--- src/rtl/rca_adder_pkg.sv ---
// Shared constants for the ripple-carry adder slice.
package rca_adder_pkg;

  // Operand width used when the instantiating design does not override it.
  localparam int RCA_DEFAULT_WIDTH = 32;

  // Widest operand the adder is intended to be built with.
  localparam int RCA_MAX_WIDTH = 64;

  // Carry injected into bit 0 of the chain; the adder is a plain A+B.
  localparam logic RCA_CARRY_IN = 1'b0;

endpackage : rca_adder_pkg

--- src/rtl/rca_adder_full_adder.sv ---
// One-bit full adder cell; the ripple chain in rca_adder is built from these.
module full_adder
  import rca_adder_pkg::*;
(
  input  logic a,
  input  logic b,
  input  logic cin,
  output logic s,
  output logic cout
);

  logic w_half;

  // Sum is the parity of the three inputs; carry propagates when a^b is set.
  always_comb begin
    w_half = a ^ b;
    s      = w_half ^ cin;
    cout   = (a & b) | (cin & w_half);
  end

endmodule : full_adder

--- src/rtl/rca_adder.sv ---
// Two-stage registered ripple-carry adder: operands are captured on one edge,
// rippled through a chain of full adders, and the result is captured on the
// following edge. "enable" low acts as an asynchronous clear of every register.
module rca_adder
  import rca_adder_pkg::*;
#(
  parameter int DATA_WIDTH = RCA_DEFAULT_WIDTH
) (
  input  logic                  clk,
  input  logic                  enable,
  input  logic [DATA_WIDTH-1:0] in_sum_a,
  input  logic [DATA_WIDTH-1:0] in_sum_b,
  output logic [DATA_WIDTH-1:0] out_sum_result,
  output logic                  out_carry
);

  logic [DATA_WIDTH-1:0] r_a;
  logic [DATA_WIDTH-1:0] r_b;
  logic [DATA_WIDTH-1:0] w_sum;
  logic [DATA_WIDTH:0]   w_carry;

  assign w_carry[0] = RCA_CARRY_IN;

  // Explicit carry chain: bit i consumes the carry produced by bit i-1.
  for (genvar gi = 0; gi < DATA_WIDTH; gi++) begin : g_chain
    full_adder u_fa (
      .a    (r_a[gi]),
      .b    (r_b[gi]),
      .cin  (w_carry[gi]),
      .s    (w_sum[gi]),
      .cout (w_carry[gi+1])
    );
  end

  // Operand capture stage; cleared immediately when enable drops.
  always_ff @(posedge clk or negedge enable) begin
    if (!enable) begin
      r_a <= '0;
      r_b <= '0;
    end else begin
      r_a <= in_sum_a;
      r_b <= in_sum_b;
    end
  end

  // Result stage holds the rippled sum and final carry until the next edge.
  always_ff @(posedge clk or negedge enable) begin
    if (!enable) begin
      out_sum_result <= '0;
      out_carry      <= 1'b0;
    end else begin
      out_sum_result <= w_sum;
      out_carry      <= w_carry[DATA_WIDTH];
    end
  end

endmodule : rca_adder

--- config.mk ---
export PLATFORM = sky130hd
export DESIGN_NAME = rca_adder
export DESIGN_NICKNAME = d
export VERILOG_FILES = /design/src/rtl/rca_adder_pkg.sv /design/src/rtl/rca_adder_full_adder.sv /design/src/rtl/rca_adder.sv
export SDC_FILE = /design/constraint.sdc
export NUM_CORES = 1
export LEC_CHECK = 0
export CORE_MARGIN = 5
export CORE_UTILIZATION = 55
export DETAILED_ROUTE_END_ITERATION = 8
export DONT_BUFFER_PORTS = 1
export PLACE_DENSITY = 0.66
export SLEW_MARGIN = 15
export SYNTH_ARGS = -nofsm -noshare
export SYNTH_HDL_FRONTEND = slang
export SYNTH_SLANG_ARGS = --single-unit
--- constraint.sdc ---
create_clock -name clk -period 18.5 [get_ports clk]
set_clock_uncertainty 0.1 [all_clocks]
set_input_delay 2.775 -clock clk [delete_from_list [all_inputs] [get_ports clk]]
set_output_delay 2.775 -clock clk [all_outputs]
set_load 0.005 [all_outputs]
==> results.cfg, run 1 <==
[critical_path]
r2r-start = r_b[0]$_DFF_PN0_
cp-endpoint = out_sum_result[31]$_DFF_PN0_
critical_path_required_ns = 18.69
ff2ff_path_depth = 36
crit_slowest_cell = fa_1
crit_path_frequent_cell = fa_1
crit_fanout = 1
r2r_slack_ns = 3.58
cp.arrival_ns = 15.10
criticalPathCategory = flop to flop
cp_slowest_stage_delay_ns = 0.49
reg2reg_to = out_sum_result[31]$_DFF_PN0_
startpoint = r_b[0]$_DFF_PN0_
critPathLaunchType = flop
endpoint_kind = flop

[clock_tree]
clock_sinks = 97
cts_buffers = 9
cts_setup_buffers = 0
root_buffer = clkbuf_8
cts_buffer_depth = 2
clkLatencyLatePin_ns = 0.34
cts_tree = built
cts-hold-fix-buffers = 0
ctsHtreeMaxLevel = 3
ctsResizeCount = 0
cts.clk_slew.worst_paths_ns = 0.08

[worst_hold_path]
min_path_type = flop to flop
hold_start = r_a[0]$_DFF_PN0_

[timing]
slew_headroom_pct = 91.7
hold_violations = 0
fin_crit_sh_pct = 80.6
finalMaxSlewViolations = 0
worst_slew_pin_slew_ns = 0.124
setup_violations = 0
worst_slack_ns = 3.58
worst_hold_slack_ns = 0.376
fmax_mhz = 67.0
rsz0062_at_grt = false
fin_tns_setup_ns = 0
finalCriticalPeriod_ns = 14.92

[layout]
diodes = 0
final_nets = 248
drive_gt1_share_pct = 7.84
area_growth_pct = 8.56

[pwr]
peakVddDrop_mv = 0.0724
pwr_density_cell_nw_per_um2 = 114
p_int_mw = 0.302
p_switching_mw = 0.0821
p_seq_share_pct = 63.8
pwr-share-comb_pct = 4.3
clock_power_share_pct = 32.0
swShare_pct = 21.4
leakagePower_nw = 1.51

[routing]
drtAntennaViolNets = 0
num_vias = 1091
drc = 0
wirelength_mm = 4.42
routedWlPerCell_um = 19.6
first_pass_iters = 4
routed_via_density = 4.85
drt_iter0_markers = 47

[synthesis]
synthesis.nets = 237
ys_types = 4
postSynthCellCount = 139
ys_warn_count = 0
syn_area_um2 = 3100
ys_seq_area_share_pct = 78.4
syn_avg_cell_area_um2 = 22.3
ys_seq_elements = 97

[global_routing]
grtUsageTotal_pct = 14.9
grt_overflow_total = 0
first_global_vias = 1453
grt_first_pass_wirelength_mm = 7.66
antenna_found_initial = 0
grt_max_degree = 98

[place]
io_buffers = 0
hpwl_mm = 3.34
dp_worst_setup_slack_ns = 3.44
finalWeightedCongestion = 0.769

[floorplanning]
num_rows = 27
dieArea_um2 = 7230
io_pins = 99
core_area_um2 = 5510
die_y_um = 85.1
initial_utilization_pct = 56.3
die_x_um = 85.1

[flow_run]
cap_violations = 0

[run_status]
outcome = completed
## per-stage QoR
| stage | cell area (µm²) | std cells | total power [mW] | util [%] |
|---|---|---|---|---|
| 3_5_place_dp | 3190 | 211 | 0.268 | 57.9 |
| 6_report | 3360 | 225 | 0.385 | 61.1 |
| 5_1_grt | 3360 | 225 | 0.409 | 61.1 |
| 2_1_floorplan | 3100 | 139 | 0.259 | - |
| 4_1_cts | 3360 | 225 | 0.392 | 61.1 |
| 3_3_place_gp | 3190 | 211 | 0.265 | 57.9 |
## area by class of cell
type / instances / area, µm²
Multi-Input combinational cell: 32 / 633
Inverter: 10 / 37.5
Clock inverter: 3 / 43.8
Sequential cell: 97 / 2430
Clock buffer: 11 / 131
Tap cell: 72 / 90.1
Fill cell: 385 / 2140
## metal layers
| metal | up-vias | global-route usage [%] | wire (µm) | part of all wire, % |
|---|---|---|---|---|
| met1 | 596 | 15.2 | 1360 | 31 |
| met2 | 58 | 24.8 | 2520 | 57 |
| li1 | 431 | - | - | - |
| met3 | 6 | 9.22 | 482 | 11 |
| met4 | 0 | 5.61 | 63 | 1.4 |
| met5 | - | 0 | 0 | 0 |
## how the worst min path moves through the flow
stage / slack, ns / cells past startpoint / endpoint
finish: 0.38 / 1 / out_sum_result[0]$_DFF_PN0_
global route: 0.40 / 1 / out_sum_result[0]$_DFF_PN0_
CTS: 0.38 / 1 / out_sum_result[0]$_DFF_PN0_
detailed placement: 0.37 / 1 / out_sum_result[0]$_DFF_PN0_
global placement: 0.35 / 1 / out_sum_result[0]$_DFF_PN0_
floorplan: 0.34 / 1 / out_sum_result[0]$_DFF_PN0_
## state kept, by name, indices dropped and copies added, names as in the netlist
name / count
out_carry: 1
out_sum_result: 32
r_a: 32
r_b: 32
## worst max-delay path, delay by kind of cell (launching register included)
kind	cells	cell delay, ns
adders and majority gates	32	14.13
DFF	1	0.37
buffers and inverters	4	0.29
## logic make-up after synthesis
kind of cell / after synthesis / synth area share, %
flops: 97 / 78.4
fa+ha+maj: 32 / 20.4
buf+inv: 10 / 1.21
## cell usage after synthesis
library cell   n  area [µm²]
ha_1           1        12.5
fa_1          31         621
dfrtp_1       97        2430
inv_1         10        37.5
## layout by cell type (no fill, tap or decap)
cell type,n
bufinv_16,1
clkbuf_1,2
clkbuf_8,9
clkinv_2,1
clkinv_4,1
dfrtp_1,97
fa_1,31
ha_1,1
inv_1,10
## power by group through the flow
stage               Combinational (mW)  Sequential (mW)  Clock (mW)
detailed placement              0.0179            0.250           0
global placement                0.0157            0.249           0
CTS                             0.0177            0.246       0.128
finish                          0.0165            0.245       0.123
floorplan                       0.0130            0.246           0
global route                    0.0221            0.248       0.139
No activity file was read; power rests on OpenSTA's default activity.
==> run 2, diff against run 1 <==
--- a/config.mk
+++ b/config.mk
@@ -9,7 +9,7 @@
 export CORE_UTILIZATION = 55
 export DETAILED_ROUTE_END_ITERATION = 8
 export DONT_BUFFER_PORTS = 1
-export PLACE_DENSITY = 0.66
+export PLACE_DENSITY = 0.69
 export SLEW_MARGIN = 15
 export SYNTH_ARGS = -nofsm -noshare
 export SYNTH_HDL_FRONTEND = slang
==> constraint.sdc (replaced) <==
create_clock -name clk -period 12.8 [get_ports clk]
set_clock_uncertainty 0.1 [all_clocks]
set_input_delay 1.92 -clock clk [delete_from_list [all_inputs] [get_ports clk]]
set_output_delay 1.92 -clock clk [all_outputs]
set_load 0.005 [all_outputs]
==> run 2 against run 1 <==
  * Total power up 51%
  * Fmax up 21%
  * First-iteration DRC count down 8.5%
  * Global-route usage up 0.18 points
  * Critical path depth unchanged
  * Setup slack worse by 3.1 ns
  * Clock-buffer cell count down 1
  * Die area unchanged
  * Register-to-register slack worse by 3.1 ns
  * Hold slack better by 0.017 ns
  * Sequential share of layout area down 2.2 points
==> results.cfg, run 2 (synthesis gave the netlist of run 1 again) <==
[layout]
mostFrequentLayoutCell = dfrtp_1
final_core_util_pct = 63.0
final_nets = 248
layout_common_cells = dfrtp_1 (97), fa_2 (28), clkbuf_8 (10)
drive_gt1_share_pct = 29.0
area_growth_pct = 12.0
reg.largest.list = out_sum_result: 32 flops, r_a: 32 flops, r_b: 32 flops
diodes = 0

[routing]
drt_iter0_markers = 43
wirelength_mm = 4.61
routedWlPerCell_um = 20.3
drtAntennaViolNets = 0
num_vias = 1110
first_pass_iters = 2
drc = 0
routed_via_density = 4.89

[clock_tree]
root_buffer = clkbuf_8
clock_sinks = 97
clkLatencyLatePin_ns = 0.36
cts-hold-fix-buffers = 0
cts_buffer_depth = 2
cts_setup_buffers = 0
cts.clk_slew.worst_paths_ns = 0.09
cts_buffers = 9
ctsHtreeMaxLevel = 3
cts_tree = built

[global_routing]
antenna_found_initial = 0
grt_max_degree = 98
grtUsageTotal_pct = 15.1
first_global_vias = 1423
grt_first_pass_wirelength_mm = 7.67
grt_overflow_total = 0

[floorplanning]
die_y_um = 85.1
die_x_um = 85.1
num_rows = 27
initial_utilization_pct = 56.3
core_area_um2 = 5510
io_pins = 99
dieArea_um2 = 7230

[timing]
rsz0062_at_grt = false
setup_violations = 0
finalCriticalPeriod_ns = 12.36
slew_headroom_pct = 92.3
fin_tns_setup_ns = 0
fin_crit_sh_pct = 96.6
worst_hold_slack_ns = 0.392
finalMaxSlewViolations = 0
hold_violations = 0
worst_slew_pin_slew_ns = 0.115
fmax_mhz = 80.9

[critical_path]
r2r-start = r_b[0]$_DFF_PN0_
crit_fanout = 1
cp.arrival_ns = 12.57
startpoint = r_b[0]$_DFF_PN0_
endpoint_kind = flop
crit_slowest_cell = fa_1
criticalPathCategory = flop to flop
critical_path_required_ns = 13.00
reg2reg_to = out_sum_result[31]$_DFF_PN0_
r2r_slack_ns = 0.44
cp_slowest_stage_delay_ns = 0.42
cp-endpoint = out_sum_result[31]$_DFF_PN0_
ff2ff_path_depth = 36
critPathLaunchType = flop
cp.depth = 36
cp_top_family = adder cells
crit_path_frequent_cell = fa_2
worst-path-buf-inv = 4

[pwr]
leakagePower_nw = 1.50
pwr_density_cell_nw_per_um2 = 168
peakVddDrop_mv = 0.0996

[place]
finalWeightedCongestion = 0.793
hpwl_mm = 3.46
io_buffers = 0

[worst_hold_path]
min_path_type = flop to flop

[run_status]
outcome = completed

[flow_run]
cap_violations = 0
-- run 2: changes by cell type in the layout (fill, tap and decap cells not counted), sizes merged --
cell | before | now
inv | 10 | 13
clkbuf | 11 | 10
-- run 2: worst reg2reg max path, delay by kind of cell (launching register included) --
family | cells | cell delay [ns]
buffers and inverters | 4 | 0.27
flip-flops | 1 | 0.38
adder cells (fa/ha/maj) | 32 | 11.58
-- run 2: worst min path at each step --
stage,cells after the start,end,slack (ns),from
3_3_place_gp,1,out_sum_result[0]$_DFF_PN0_,0.36,r_a[0]$_DFF_PN0_
5_1_grt,1,out_sum_result[0]$_DFF_PN0_,0.42,r_a[0]$_DFF_PN0_
4_1_cts,1,out_sum_result[0]$_DFF_PN0_,0.40,r_a[0]$_DFF_PN0_
3_5_place_dp,1,out_sum_result[0]$_DFF_PN0_,0.39,r_a[0]$_DFF_PN0_
6_report,1,out_sum_result[0]$_DFF_PN0_,0.39,r_a[0]$_DFF_PN0_
2_1_floorplan,1,out_sum_result[0]$_DFF_PN0_,0.34,r_a[0]$_DFF_PN0_
-- run 2: timing repair --
item	CTS	global route
pin swaps	9	23
gates resized for setup	0	2
cloned	0	0
endpoints found under the setup margin	3	2
-- run 2: layout make-up --
class                      count  area [µm²]
clock inverter                 6        73.8
tap                           72        90.1
multi-input combinational     32         703
inverter                      10        37.5
fill                         359        2040
sequential                    97        2430
clock buffer                  10         138
-- run 2: metrics by stage --
step	setup slack, ns	std cells	cell area (µm²)	total power, mW
detailed placement	-0.461	211	3260	0.392
floorplan	0.0420	139	3170	0.377
finish	0.437	227	3470	0.582
global placement	-0.247	211	3260	0.387
CTS	0.0340	227	3470	0.593
global route	0.0415	227	3470	0.617
-- run 2: routing by layer --
metal / GRT usage, % / share of wire (%)
met5: 0 / 0
met4: 7.77 / 2.3
met3: 8.93 / 12
met2: 24.0 / 53
met1: 15.7 / 32
-- run 2: report_power, final --
group / internal [mW] / switching (mW)
clock: 0.0983 / 0.101
combinational: 0.0141 / 0.0126
sequential: 0.337 / 0.0187
total: 0.449 / 0.133
==> run 3, diff against run 2 <==
--- a/config.mk
+++ b/config.mk
@@ -9,7 +9,7 @@
 export CORE_UTILIZATION = 55
 export DETAILED_ROUTE_END_ITERATION = 8
 export DONT_BUFFER_PORTS = 1
-export PLACE_DENSITY = 0.69
+export PLACE_DENSITY = 0.66
 export SLEW_MARGIN = 15
 export SYNTH_ARGS = -nofsm -noshare
 export SYNTH_HDL_FRONTEND = slang
==> constraint.sdc (replaced) <==
create_clock -name clk -period 15.9 [get_ports clk]
set_clock_uncertainty 0.1 [all_clocks]
set_input_delay 2.385 -clock clk [delete_from_list [all_inputs] [get_ports clk]]
set_output_delay 2.385 -clock clk [all_outputs]
set_load 0.005 [all_outputs]
==> run 3 against run 2 <==
  * Clock-buffer cell count unchanged
  * Flip-flop and latch count unchanged
  * First-iteration DRC count up 19%
  * Global-route usage down 0.50 points
  * Largest power group unchanged
  * Critical endpoint unchanged
==> results.cfg, run 3 (synthesis gave the netlist of run 1 again) <==
[timing]
worst_hold_slack_ns = 0.390
fin_crit_sh_pct = 94.0
worst_slack_ns = 0.955
fmax_mhz = 66.9
worst_slew_pin_slew_ns = 0.112
fin_tns_setup_ns = 0
rsz0062_at_grt = false
setup_violations = 0
slew_headroom_pct = 92.5
finalMaxSlewViolations = 0
finalCriticalPeriod_ns = 14.95
hold_violations = 0

[critical_path]
critPathLaunchType = flop
cp.arrival_ns = 15.13
crit_path_frequent_cell = fa_1
crit_fanout = 1
endpoint_kind = flop
cp_slowest_stage_delay_ns = 0.47
critical_path_required_ns = 16.09
criticalPathCategory = flop to flop
crit_slowest_cell = fa_1

[global_routing]
grt_overflow_total = 0
first_global_vias = 1425
grt_first_pass_wirelength_mm = 7.52
grt_max_degree = 98
antenna_found_initial = 0
grtUsageTotal_pct = 14.6

[layout]
area_growth_pct = 9.17
drive_gt1_share_pct = 9.74
mostFrequentLayoutCell = dfrtp_1
fillCellCount = 386
layout_common_cells = dfrtp_1 (97), fa_1 (31), inv_1 (10), clkbuf_8 (10), clkinv_2 (2)
multi_input_area_um2 = 633
final_core_util_pct = 61.4
final_cell_area_um2 = 3380
reg.largest.list = out_sum_result: 32 flops, r_a: 32 flops, r_b: 32 flops
layoutNonFillerInstCount = 226
final_nets = 248
diodes = 0
seq_area_um2 = 2430

[clock_tree]
ctsResizeCount = 0
clock_sinks = 97
ctsHtreeMaxLevel = 3
clkLatencyLatePin_ns = 0.34
root_buffer = clkbuf_8
cts_buffers = 9
cts.clk_slew.worst_paths_ns = 0.08
cts-hold-fix-buffers = 0
cts_tree = built
cts_buffer_depth = 2
cts_setup_buffers = 0

[floorplanning]
die_x_um = 85.1
io_pins = 99
num_rows = 27
initial_utilization_pct = 56.3
die_y_um = 85.1
core_area_um2 = 5510
dieArea_um2 = 7230

[routing]
first_pass_iters = 2
wirelength_mm = 4.50
drtAntennaViolNets = 0
routed_via_density = 4.86
drt_iter0_markers = 51
num_vias = 1098
drc = 0
routedWlPerCell_um = 19.9

[pwr]
p_int_mw = 0.357
peakVddDrop_mv = 0.0828
power.total_mw = 0.455
clock_power_share_pct = 33.0
p_switching_mw = 0.0985
p_seq_share_pct = 62.7
pwr-share-comb_pct = 4.3
leakagePower_nw = 1.52
swShare_pct = 21.6
pwr_density_cell_nw_per_um2 = 135

[place]
io_buffers = 0
hpwl_mm = 3.39
finalWeightedCongestion = 0.763
dp_worst_setup_slack_ns = 0.753
place_inst = 211
place_area_um2 = 3190

[worst_hold_path]
min_path_type = flop to flop

[flow_run]
cap_violations = 0

[run_status]
outcome = completed
## run 3: cell types whose count changed in the layout (fill, tap and decap cells not counted)
cell	delta
inv_1	+1
clkinv_2	+2
clkinv_4	-1
inv_6	-3
inv_2	-1
fa_2	-28
fa_1	+28
clkinvlp_4	+1
## run 3: worst max-delay path, delay by kind of cell (launching register included)
family	cells	cell delay, ns
fa+ha+maj	32	14.12
buf+inv	4	0.30
flops	1	0.37
## run 3: layer usage
metal	vias up	GRT usage [%]	routed length, µm	part of all wire (%)
met2	59	25.1	2630	58
li1	432	-	-	-
met3	6	8.93	456	10
met1	601	14.7	1370	30
met4	0	4.32	49	1.1
met5	-	0	0	0
## run 3: final timing paths
kind,from,to,slack [ns],depth (start not counted)
max reg2reg,r_b[0]$_DFF_PN0_,out_sum_result[31]$_DFF_PN0_,0.95,36
min,r_a[0]$_DFF_PN0_,out_sum_result[0]$_DFF_PN0_,0.39,1
max in group asynchronous,enable,r_b[5]$_DFF_PN0_,13.94,0
min in group asynchronous,enable,r_b[2]$_DFF_PN0_,1.63,0
max,r_b[0]$_DFF_PN0_,out_sum_result[31]$_DFF_PN0_,0.95,36
min reg2reg,r_a[0]$_DFF_PN0_,out_sum_result[0]$_DFF_PN0_,0.39,1
## run 3: area by class of cell
type	instances	area share [%]
clock buffer	10	4.07
clock inverter	5	1.66
inverter	10	1.11
multi-input combinational	32	18.7
sequential	97	71.8
tap	72	2.66
## run 3: power groups by stage
stage          sequential [mW]  clock (mW)  combinational (mW)
2_1_floorplan            0.286           0              0.0151
3_3_place_gp             0.290           0              0.0182
3_5_place_dp             0.291           0              0.0214
4_1_cts                  0.287       0.157              0.0211
5_1_grt                  0.288       0.171              0.0251
6_report                 0.285       0.150              0.0194
